File: src/rtl/mux8_rr_arbiter.sv
// rtl/mux8_rr_arbiter.sv - round-robin arbiter driving the shared 8:1 mux select
// Owner is released on done, on dropping its request, or after MAX_HOLD cycles when others wait.
module mux8_rr_arbiter #(
  parameter int MAX_HOLD = 4,
  parameter int CNT_W    = 8
) (
  input  logic             clock,
  input  logic             reset_n,
  input  logic [7:0]       req,
  input  logic             done,
  output logic [7:0]       grant,
  output logic [2:0]       sel,
  output logic             grant_valid,
  output logic [CNT_W-1:0] hold_cnt
);

  typedef enum logic {IDLE, GRANT} state_t;

  localparam logic [CNT_W-1:0] HOLD_MAX = CNT_W'(MAX_HOLD);
  localparam logic [CNT_W-1:0] HOLD_ONE = CNT_W'(1);

  state_t           state_q, state_d;
  logic [7:0]       grant_q, grant_d;
  logic [2:0]       sel_q, sel_d;
  logic             valid_q, valid_d;
  logic [CNT_W-1:0] hold_q, hold_d;
  logic [2:0]       ptr_q, ptr_d;

  logic [7:0] owner_oh;
  logic [7:0] others;
  logic [2:0] next_ptr;
  logic [2:0] idle_pick;
  logic [2:0] rel_pick;
  logic       at_max;
  logic       release_owner;

  // First set bit of v at or after start, wrapping past 7; scanning downward keeps the closest.
  function automatic logic [2:0] rr_pick(input logic [7:0] v, input logic [2:0] start);
    logic [2:0] pick;
    logic [2:0] idx;
    pick = start;
    for (int k = 7; k >= 0; k--) begin
      idx = start + 3'(k);
      if (v[idx]) pick = idx;
    end
    return pick;
  endfunction

  assign owner_oh      = 8'b1 << sel_q;
  assign others        = req & ~owner_oh;
  assign next_ptr      = sel_q + 3'd1;
  assign at_max        = (hold_q == HOLD_MAX);
  assign release_owner = done || !req[sel_q] || (at_max && (others != 8'h00));
  assign idle_pick     = rr_pick(req, ptr_q);
  assign rel_pick      = rr_pick(others, next_ptr);

  always_ff @(posedge clock or negedge reset_n) begin
    if (!reset_n) begin
      state_q <= IDLE;
      grant_q <= 8'h00;
      sel_q   <= 3'd0;
      valid_q <= 1'b0;
      hold_q  <= '0;
      ptr_q   <= 3'd0;
    end else begin
      state_q <= state_d;
      grant_q <= grant_d;
      sel_q   <= sel_d;
      valid_q <= valid_d;
      hold_q  <= hold_d;
      ptr_q   <= ptr_d;
    end
  end

  always_comb begin
    state_d = state_q;
    case (state_q)
      IDLE:    if (req != 8'h00) state_d = GRANT;
      GRANT:   if (release_owner && (others == 8'h00)) state_d = IDLE;
      default: state_d = IDLE;
    endcase
  end

  always_comb begin
    grant_d = grant_q;
    sel_d   = sel_q;
    valid_d = valid_q;
    hold_d  = hold_q;
    ptr_d   = ptr_q;
    case (state_q)
      IDLE: begin
        if (req != 8'h00) begin
          grant_d = 8'b1 << idle_pick;
          sel_d   = idle_pick;
          valid_d = 1'b1;
          hold_d  = HOLD_ONE;
        end
      end
      GRANT: begin
        if (release_owner) begin
          ptr_d = next_ptr;
          if (others != 8'h00) begin
            grant_d = 8'b1 << rel_pick;
            sel_d   = rel_pick;
            valid_d = 1'b1;
            hold_d  = HOLD_ONE;
          end else begin
            grant_d = 8'h00;
            valid_d = 1'b0;
            hold_d  = '0;
          end
        end else if (!at_max) begin
          hold_d = hold_q + HOLD_ONE;
        end
      end
      default: begin
        grant_d = 8'h00;
        valid_d = 1'b0;
        hold_d  = '0;
      end
    endcase
  end

  assign grant       = grant_q;
  assign sel         = sel_q;
  assign grant_valid = valid_q;
  assign hold_cnt    = hold_q;

endmodule
File: config.mk
export PLATFORM = sky130hd
export DESIGN_NAME = mux8_rr_arbiter
export DESIGN_NICKNAME = d
export VERILOG_FILES = /design/src/rtl/mux8_rr_arbiter.sv
export SDC_FILE = /design/constraint.sdc
export NUM_CORES = 1
export LEC_CHECK = 0
export CELL_PAD_IN_SITES_DETAIL_PLACEMENT = 1
export CELL_PAD_IN_SITES_GLOBAL_PLACEMENT = 2
export CORE_MARGIN = 2
export CORE_UTILIZATION = 43
export CTS_CLUSTER_DIAMETER = 120
export CTS_CLUSTER_SIZE = 8
export DETAILED_ROUTE_END_ITERATION = 8
export DONT_BUFFER_PORTS = 1
export PLACE_DENSITY_LB_ADDON = 0.08
export SYNTH_ARGS = -nofsm -noshare
export SYNTH_HDL_FRONTEND = slang
export SYNTH_SLANG_ARGS = --single-unit
File: constraint.sdc
create_clock -name clock -period 7.6 [get_ports clock]
set_input_delay 1.52 -clock clock [delete_from_list [all_inputs] [get_ports clock]]
set_output_delay 1.52 -clock clock [all_outputs]
set_load 0.01 [all_outputs]
Word-level counts from Yosys, hierarchy flattened
Cells that the tools add are included.
{"block": "classes", "add_sub_neg": 16, "magnitude_cmp": 17, "n_eq_ne": 5, "shift": 3, "mux": 70, "n_bitwise": 3, "n_reduce_logical": 12}
{"operator": "3-bit by 4-bit less-than comparator with 1-bit output (second input constant)", "count": 17}
{"operator": "3-bit two-way mux", "count": 19}
{"operator": "1-bit binary-select mux with 3-bit select", "count": 17}
{"operator": "8-bit two-way mux", "count": 6}
{"operator": "8-bit case mux with 2 select lines", "count": 2}
{"operator": "3-bit adder (second input constant)", "count": 8}
{"operator": "1-bit by 3-bit left shift with 8-bit output (first input constant)", "count": 3}
{"operator": "1-bit two-way mux", "count": 23}
{"operator": "8-bit nonzero test", "count": 2}
{"operator": "3-bit by 2-bit adder with 3-bit output (second input constant)", "count": 4}
{"operator": "3-bit by 1-bit adder with 3-bit output (second input constant)", "count": 3}
{"operator": "8-bit by 1-bit adder with 8-bit output (second input constant)", "count": 1}
{"operator": "8-bit AND", "count": 1}
{"operator": "8-bit by 3-bit == test with 1-bit output (second input constant)", "count": 1}
{"operator": "8-bit zero test", "count": 1}
{"operator": "8-bit NOT", "count": 1}
{"operator": "3-bit case mux with 2 select lines", "count": 1}
{"operator": "2-bit AND reduction", "count": 3}
{"operator": "2-bit by 1-bit inequality test with 1-bit output (second input constant)", "count": 2}
{"operator": "1-bit case mux with 2 select lines", "count": 2}
{"operator": "3-bit by 2-bit inequality test with 1-bit output (second input constant)", "count": 1}
{"operator": "3-bit AND reduction", "count": 1}
{"operator": "1-bit logical AND", "count": 2}
{"operator": "1-bit logical OR", "count": 2}
{"operator": "3 further kinds", "count": 3}
{"block": "totals", "register_bits": 24, "in_bits": 11, "out_inout_bits": 20, "wordCells": 132}

Depth between registers and ports, before layout
Gate-level depths: netlist (run 1).
{"block": "logic_depth", "ltp_word": 17, "ltp_mapped": 14}

Worst setup path after synthesis (run 1)
Ideal clock, no wire load.
{"block": "synth_timing", "path_kind": "input -> register", "from": "in req[0]", "to": "reg grant_q[0], in the netlist grant[0]", "arrival_ns": 3.591, "required_ns": 7.508, "setup_slack_ns": 3.917, "path_stages": 9, "path_buffers": 1, "cell_sequence": "clkbuf_1 > mux4_2 > o211ai_2 > o31ai_1 > nand2b_1 > a311oi_2 > nor4_2 > or4_4 > o31ai_2"}
{"block": "synth_via", "elab_chain_len": 15, "word_cells_on_any_way": 66, "classes_between": "2 x eq/ne; 2 x shift; 54 x mux; 1 x bitwise; 7 x reduce/logical"}
{"item": "start: declaration", "line": "9", "text": "input logic [7:0] req,"}
{"item": "8-bit AND", "line": "50", "text": "assign others = req & ~owner_oh;"}
{"item": "1-bit binary-select mux with 3-bit select", "line": "44", "text": "if (v[idx]) pick = idx;"}
{"item": "1-bit two-way mux (not written as such)", "line": "44"}
{"item": "3-bit two-way mux (8 in series)", "line": "44"}
{"item": "1-bit by 3-bit left shift with 8-bit output", "line": "103", "text": "grant_d = 8'b1 << rel_pick;"}
{"item": "8-bit two-way mux", "line": "102", "text": "if (others != 8'h00) begin"}
{"item": "8-bit two-way mux", "line": "100", "text": "if (release_owner) begin"}
{"item": "8-bit case mux with 2 select lines", "line": "90", "text": "case (state_q)"}
{"item": "end signal: assignment", "line": "67", "text": "grant_q <= grant_d;"}
{"item": "end: declaration", "line": "23", "text": "logic [7:0] grant_q, grant_d;"}
Several ways; a longest one is shown, not always the timed one. The select of a mux whose other input is x is not followed.
A chain may end at the register's enable or synchronous reset.

Final worst setup path (run 1)
{"block": "layout_timing", "from": "reg sel_q[2], in the netlist sel[2]", "to": "reg grant_q[4], in the netlist grant[4]"}
{"block": "layout_via", "elab_chain_len": 17, "word_cells_on_any_way": 48, "classes_between": "8 x add/sub; 1 x eq/ne; 2 x shift; 29 x mux; 2 x bitwise; 6 x reduce/logical"}
{"item": "start: declaration", "line": "24", "text": "logic [2:0] sel_q, sel_d;"}
{"item": "start signal: assignment", "line": "68", "text": "sel_q <= sel_d;"}
{"item": "branches (longest 17 deep; another with 3-bit by 1-bit adder with 3-bit output)"}
Parallel ways; which one is timed is not known. The select of a mux whose other input is x is not followed.

==> results.cfg, run 1 <==
[drt]
post_drt_wl_per_cell_um = 20.8
drt_wl_total_mm = 9.70
drtPass1Iterations = 4
ant_nets = 0
vias = 3009
drcViolationCount = 0
vias_per_cell = 6.46
drt_iter0_markers = 196

[setup_path]
critPathRequiredTime_ns = 7.78
cp-start-kind = flop
worstSetupEndpointType = flop
critPathArrivalTime_ns = 4.53
cp-endpoint = grant[4]
cp_slowest_cell = dfrtp_1
crit_start = sel[2]
path_class = reg -> reg
max_stage_delay_ns = 0.78
crit_chain = inv_1 -> ha_1 -> inv_1 -> a211oi_1 -> o31ai_1 -> nand2b_1 -> a311oi_2 -> nor4_2 -> nor4_4 -> nand3_1 -> o221ai_1
reg2reg_to = grant[4]
r2r-start = sel[2]
regToRegSetupSlack_ns = 3.25
crit_top_cell = inv_1
path_max_fanout = 16
rr_worst_depth = 11

[finish]
drive_above_1_share = 0.131
multi_input_area_um2 = 2450
nets = 391
diodes = 0
areaGrowthSynthToFinish_pct = 1.87
fillers = 920
seq_area_um2 = 601

[placement]
port_buffers = 0
gp_congestion = 0.947
dpl.hpwl_mm = 7.31

[clock_network]
clk-insertion-delay-late_ns = 0.27
cts_tree = yes
clockRootBuffer = clkbuf_8
cts_max_path_buffers = 2
path_clk_slew_ns = 0.08
ctsHoldBuffers = 0
cts_sinks = 24
cts_setup_buffers = 0
numCtsBuffers = 3
cts.htree.levels = 1
cts-resized-gates = 0

[timing]
fin_crit_ns = 4.35
fmax_ghz = 0.230
rsz0062_at_grt = false
finalSetupViolations = 0
relSlewSlack = 0.505
fin_setup_tns_ns = 0
worst_pin_slew_ns = 0.743
hold_viol_final = 0
final.period_utilization = 0.572
maxSlewViolCount = 0
fin_skew_ns = 0.00348
hold_ws_ns = 0.561

[logic_synthesis]
postSynthCellCount = 388
synth_edf_count = 0
yosysWarnings = 0
async_reset_ff_frac = 1.00
synth-seq-cells = 24
synthDistinctLibCells = 74
synth_area_leader_cell = dfrtp_1
avgSynthCellArea_um2 = 8.43
ys_top_cells_by_count = nand2_1, a21oi_1, dfrtp_1, inv_1, nor2_1
synth.most_common_cell = nand2_1
synth_area_um2 = 3270
syn-num-nets = 411
yosysTopAreaCellShare = 0.184
ys.flop_type = dfrtp_1
ys_seq_area_frac = 0.184
netlist_top_cells_area = dfrtp_1, mux4_2, mux2i_1

[job]
cap_violations = 0

[global_route]
antenna_found_initial = 0
grt_pass1_wl_mm = 16.1
grt_max_degree = 33
track_usage = 0.237
overflow = 0
grt_pass1_vias = 3034

[floorplan]
die_y_um = 91.2
io-pin-count = 31
die_width_um = 91.2
core_area_um2 = 7290
fp.dieArea_um2 = 8320
initial_core_util = 0.449
rows = 31

[outcome]
status = finished, final reports clean

[min_path]
hp-class = reg -> reg
==> cells by family after synthesis <==
| group | Yosys count | synth area share |
|---|---|---|
| fa+ha+maj | 12 | 0.0459 |
| flops | 24 | 0.184 |
| mux | 43 | 0.190 |
| xor+xnor | 15 | 0.0459 |
| simple gates | 110 | 0.176 |
| compound gates | 134 | 0.290 |
| buf+inv | 50 | 0.0681 |
==> final cells by class <==
cell class	instances	area share
flip-flops and latches	24	0.180
inverters	22	0.0248
repair buffers	3	0.00676
clock buffers	4	0.0165
multi-input cells	314	0.735
well taps	99	0.0372
==> metal layers <==
| layer | wire length (um) | GRT usage | up-vias |
|---|---|---|---|
| met4 | 74 | 0.0417 | 0 |
| li1 | - | - | 1422 |
| met5 | 0 | 0 | - |
| met3 | 507 | 0.0257 | 6 |
| met1 | 4840 | 0.363 | 1510 |
| met2 | 4270 | 0.362 | 71 |
==> how the worst min path moves through the flow <==
| stage | start | cells after the start | slack (ns) | end |
|---|---|---|---|---|
| finish | grant_valid | 2 | 0.56 | grant_valid |
| global route | grant[4] | 2 | 0.60 | grant[4] |
| CTS | grant_valid | 2 | 0.57 | grant_valid |
| detailed placement | grant_valid | 2 | 0.54 | grant_valid |
| global placement | grant_valid | 2 | 0.53 | grant_valid |
| floorplan | grant_valid | 2 | 0.52 | grant_valid |
==> flip-flops by register name, summed over array words and instances (netlist names) <==
register     cells
grant            8
grant_valid      1
hold_cnt         8
ptr_q            3
sel              3
state_q          1
==> through the flow <==
| step | instances | instance area (um2) | util | worst slack (ns) |
|---|---|---|---|---|
| after floorplan | 388 | 3270 | - | 3.92 |
| after global placement | 462 | 3280 | 0.450 | 3.27 |
| after detailed placement | 462 | 3280 | 0.450 | 3.27 |
| after CTS | 466 | 3330 | 0.457 | 3.26 |
| after global routing | 466 | 3330 | 0.457 | 2.86 |
| final | 466 | 3330 | 0.457 | 3.25 |
==> cells in the final DEF (no fill, tap or decap), types with 4 or more instances in the layout <==
cell	n
nand2_1	39
a21oi_1	26
dfrtp_1	24
inv_1	22
nor2_1	22
mux2i_1	20
o21ai_0	19
mux4_2	14
ha_1	12
a211oi_1	11
nand3_1	8
xnor2_1	8
a22oi_1	8
a21o_1	7
nor2b_1	6
mux2_2	6
a31oi_1	6
xor2_1	6
o21ai_1	6
nand2b_1	5
o31ai_1	5
and3_1	4
nor3_1	4
and2_1	4
clkbuf_8	4
==> worst max-delay path: cells and delay by family, from the launching register on <==
kind / cells / cell delay, ns
buffers and inverters: 2 / 0.73
AO/OA/AOI/OAI: 4 / 1.08
AND/OR/NAND/NOR: 4 / 0.94
flip-flops: 1 / 0.78
adder cells (fa/ha/maj): 1 / 0.73
Power of run 1 is not shown: default switching activity piles up to over one toggle a cycle in this logic, so the estimate is an artifact.
==> inputs of run 2 (changes only) <==
--- a/config.mk
+++ b/config.mk
@@ -8,7 +8,7 @@
 export CELL_PAD_IN_SITES_DETAIL_PLACEMENT = 1
 export CELL_PAD_IN_SITES_GLOBAL_PLACEMENT = 2
 export CORE_MARGIN = 2
-export CORE_UTILIZATION = 43
+export CORE_UTILIZATION = 40
 export CTS_CLUSTER_DIAMETER = 120
 export CTS_CLUSTER_SIZE = 8
 export DETAILED_ROUTE_END_ITERATION = 8
==> constraint.sdc (replaced) <==
create_clock -name clock -period 4.1 [get_ports clock]
set_input_delay 0.82 -clock clock [delete_from_list [all_inputs] [get_ports clock]]
set_output_delay 0.82 -clock clock [all_outputs]
set_load 0.01 [all_outputs]
==> run 2 against run 1 <==
  * Critical path depth grew 1
  * Largest cell class unchanged
  * Global-route usage shrank 0.90 points
  * Die area grew 7.2%
  * Hold slack lost 0.33 ns
  * Fmax grew 22%
  * Highest routed layer unchanged
  * Via count grew 1.1%
==> results.cfg, run 2 (same netlist as run 1, synthesis figures left out) <==
[job]
cap_violations = 0

[clock_network]
cts.htree.levels = 1
cts-resized-gates = 0
clockRootBuffer = clkbuf_8
numCtsBuffers = 3
cts_sinks = 24
clk-insertion-delay-late_ns = 0.27
path_clk_slew_ns = 0.09
ctsHoldBuffers = 0
cts_max_path_buffers = 2
cts_tree = yes
cts_setup_buffers = 0

[global_route]
grt_pass1_vias = 3170
antenna_found_initial = 0
track_usage = 0.228
overflow = 0
grt_pass1_wl_mm = 16.3
grt_max_degree = 31

[drt]
drcViolationCount = 0
post_drt_wl_per_cell_um = 20.3
vias = 3043
drtPass1Iterations = 5
drt_wl_total_mm = 9.66
vias_per_cell = 6.39
drt_iter0_markers = 168
ant_nets = 0

[timing]
final.period_utilization = 0.870
fin_crit_ns = 3.57
relSlewSlack = 0.596
worst_pin_slew_ns = 0.602
rsz0062_at_grt = false
fin_skew_ns = 0.00629
finalSetupViolations = 0
fin_setup_tns_ns = 0
fin_ws_ns = 0.532
maxSlewViolCount = 0
hold_viol_final = 0
fmax_ghz = 0.280

[floorplan]
io-pin-count = 31
fp.dieArea_um2 = 8920
rows = 32
initial_core_util = 0.419
die_width_um = 94.4
die_y_um = 94.4
core_area_um2 = 7810

[setup_path]
critPathArrivalTime_ns = 3.75
worstSetupEndpointType = flop
critPathRequiredTime_ns = 4.28
cp-start-kind = flop
path_max_fanout = 15
path_class = reg -> reg

[placement]
post-place-ws_ns = 0.582
dpl.hpwl_mm = 7.44
port_buffers = 0
placed_area_um2 = 3340
gp_congestion = 0.835

[finish]
design_area_um2 = 3380
multi_input_area_um2 = 2450
seq_area_um2 = 601
final_common_cell = nand2_1
layout_common_cells = nand2_1, a21oi_1, dfrtp_1, inv_1, nor2_1
fillers = 941
areaGrowthSynthToFinish_pct = 3.40
drive_above_1_share = 0.147
nets = 399
diodes = 0

[outcome]
status = finished, final reports clean

[min_path]
hp-class = in -> async
## run 2: final cells by class
cell class	instances	area share
repair buffers	11	0.0244
inverters	22	0.0244
multi-input cells	314	0.724
clock buffers	3	0.0122
well taps	102	0.0377
flip-flops and latches	24	0.178
## run 2: stage by stage
| step | hold slack (ns) | std cells | util |
|---|---|---|---|
| 5_1_grt | 0.220 | 476 | 0.433 |
| 6_report | 0.231 | 476 | 0.433 |
| 4_1_cts | 0.226 | 476 | 0.433 |
| 2_1_floorplan | 0.515 | 388 | - |
| 3_3_place_gp | 0.525 | 473 | 0.428 |
| 3_5_place_dp | 0.525 | 473 | 0.428 |
## run 2: worst paths after layout
kind	start	end	slack, ns	cells past startpoint
hold / removal	reset_n	hold_cnt[4]	0.23	0
max in group asynchronous	reset_n	grant[0]	3.79	0
hold reg to reg	grant_valid	grant_valid	0.56	2
setup / recovery	sel[1]	grant[5]	0.53	12
setup reg to reg	sel[1]	grant[5]	0.53	12
min in group clock	grant_valid	grant_valid	0.56	2
## run 2: worst max-delay path, cell delays in order (launching register included)
cell,delay [ns]
dfrtp_1,0.42
buf_4,0.19
ha_1,0.21
ha_1,0.27
buf_4,0.20
xnor2_1,0.47
mux4_2,0.34
nand2b_1,0.07
a311oi_2,0.34
nor4_2,0.12
nor4_4,0.42
nand3_1,0.19
o221ai_1,0.23
## run 2: per-layer routing
metal,track usage,vias to the layer above,wire length [um]
met3,0.0231,5,561
met5,0,-,0
met1,0.335,1505,4720
met4,0.0423,0,74
met2,0.365,95,4310
li1,-,1438,-
Power of run 2 is left out for the same reason.
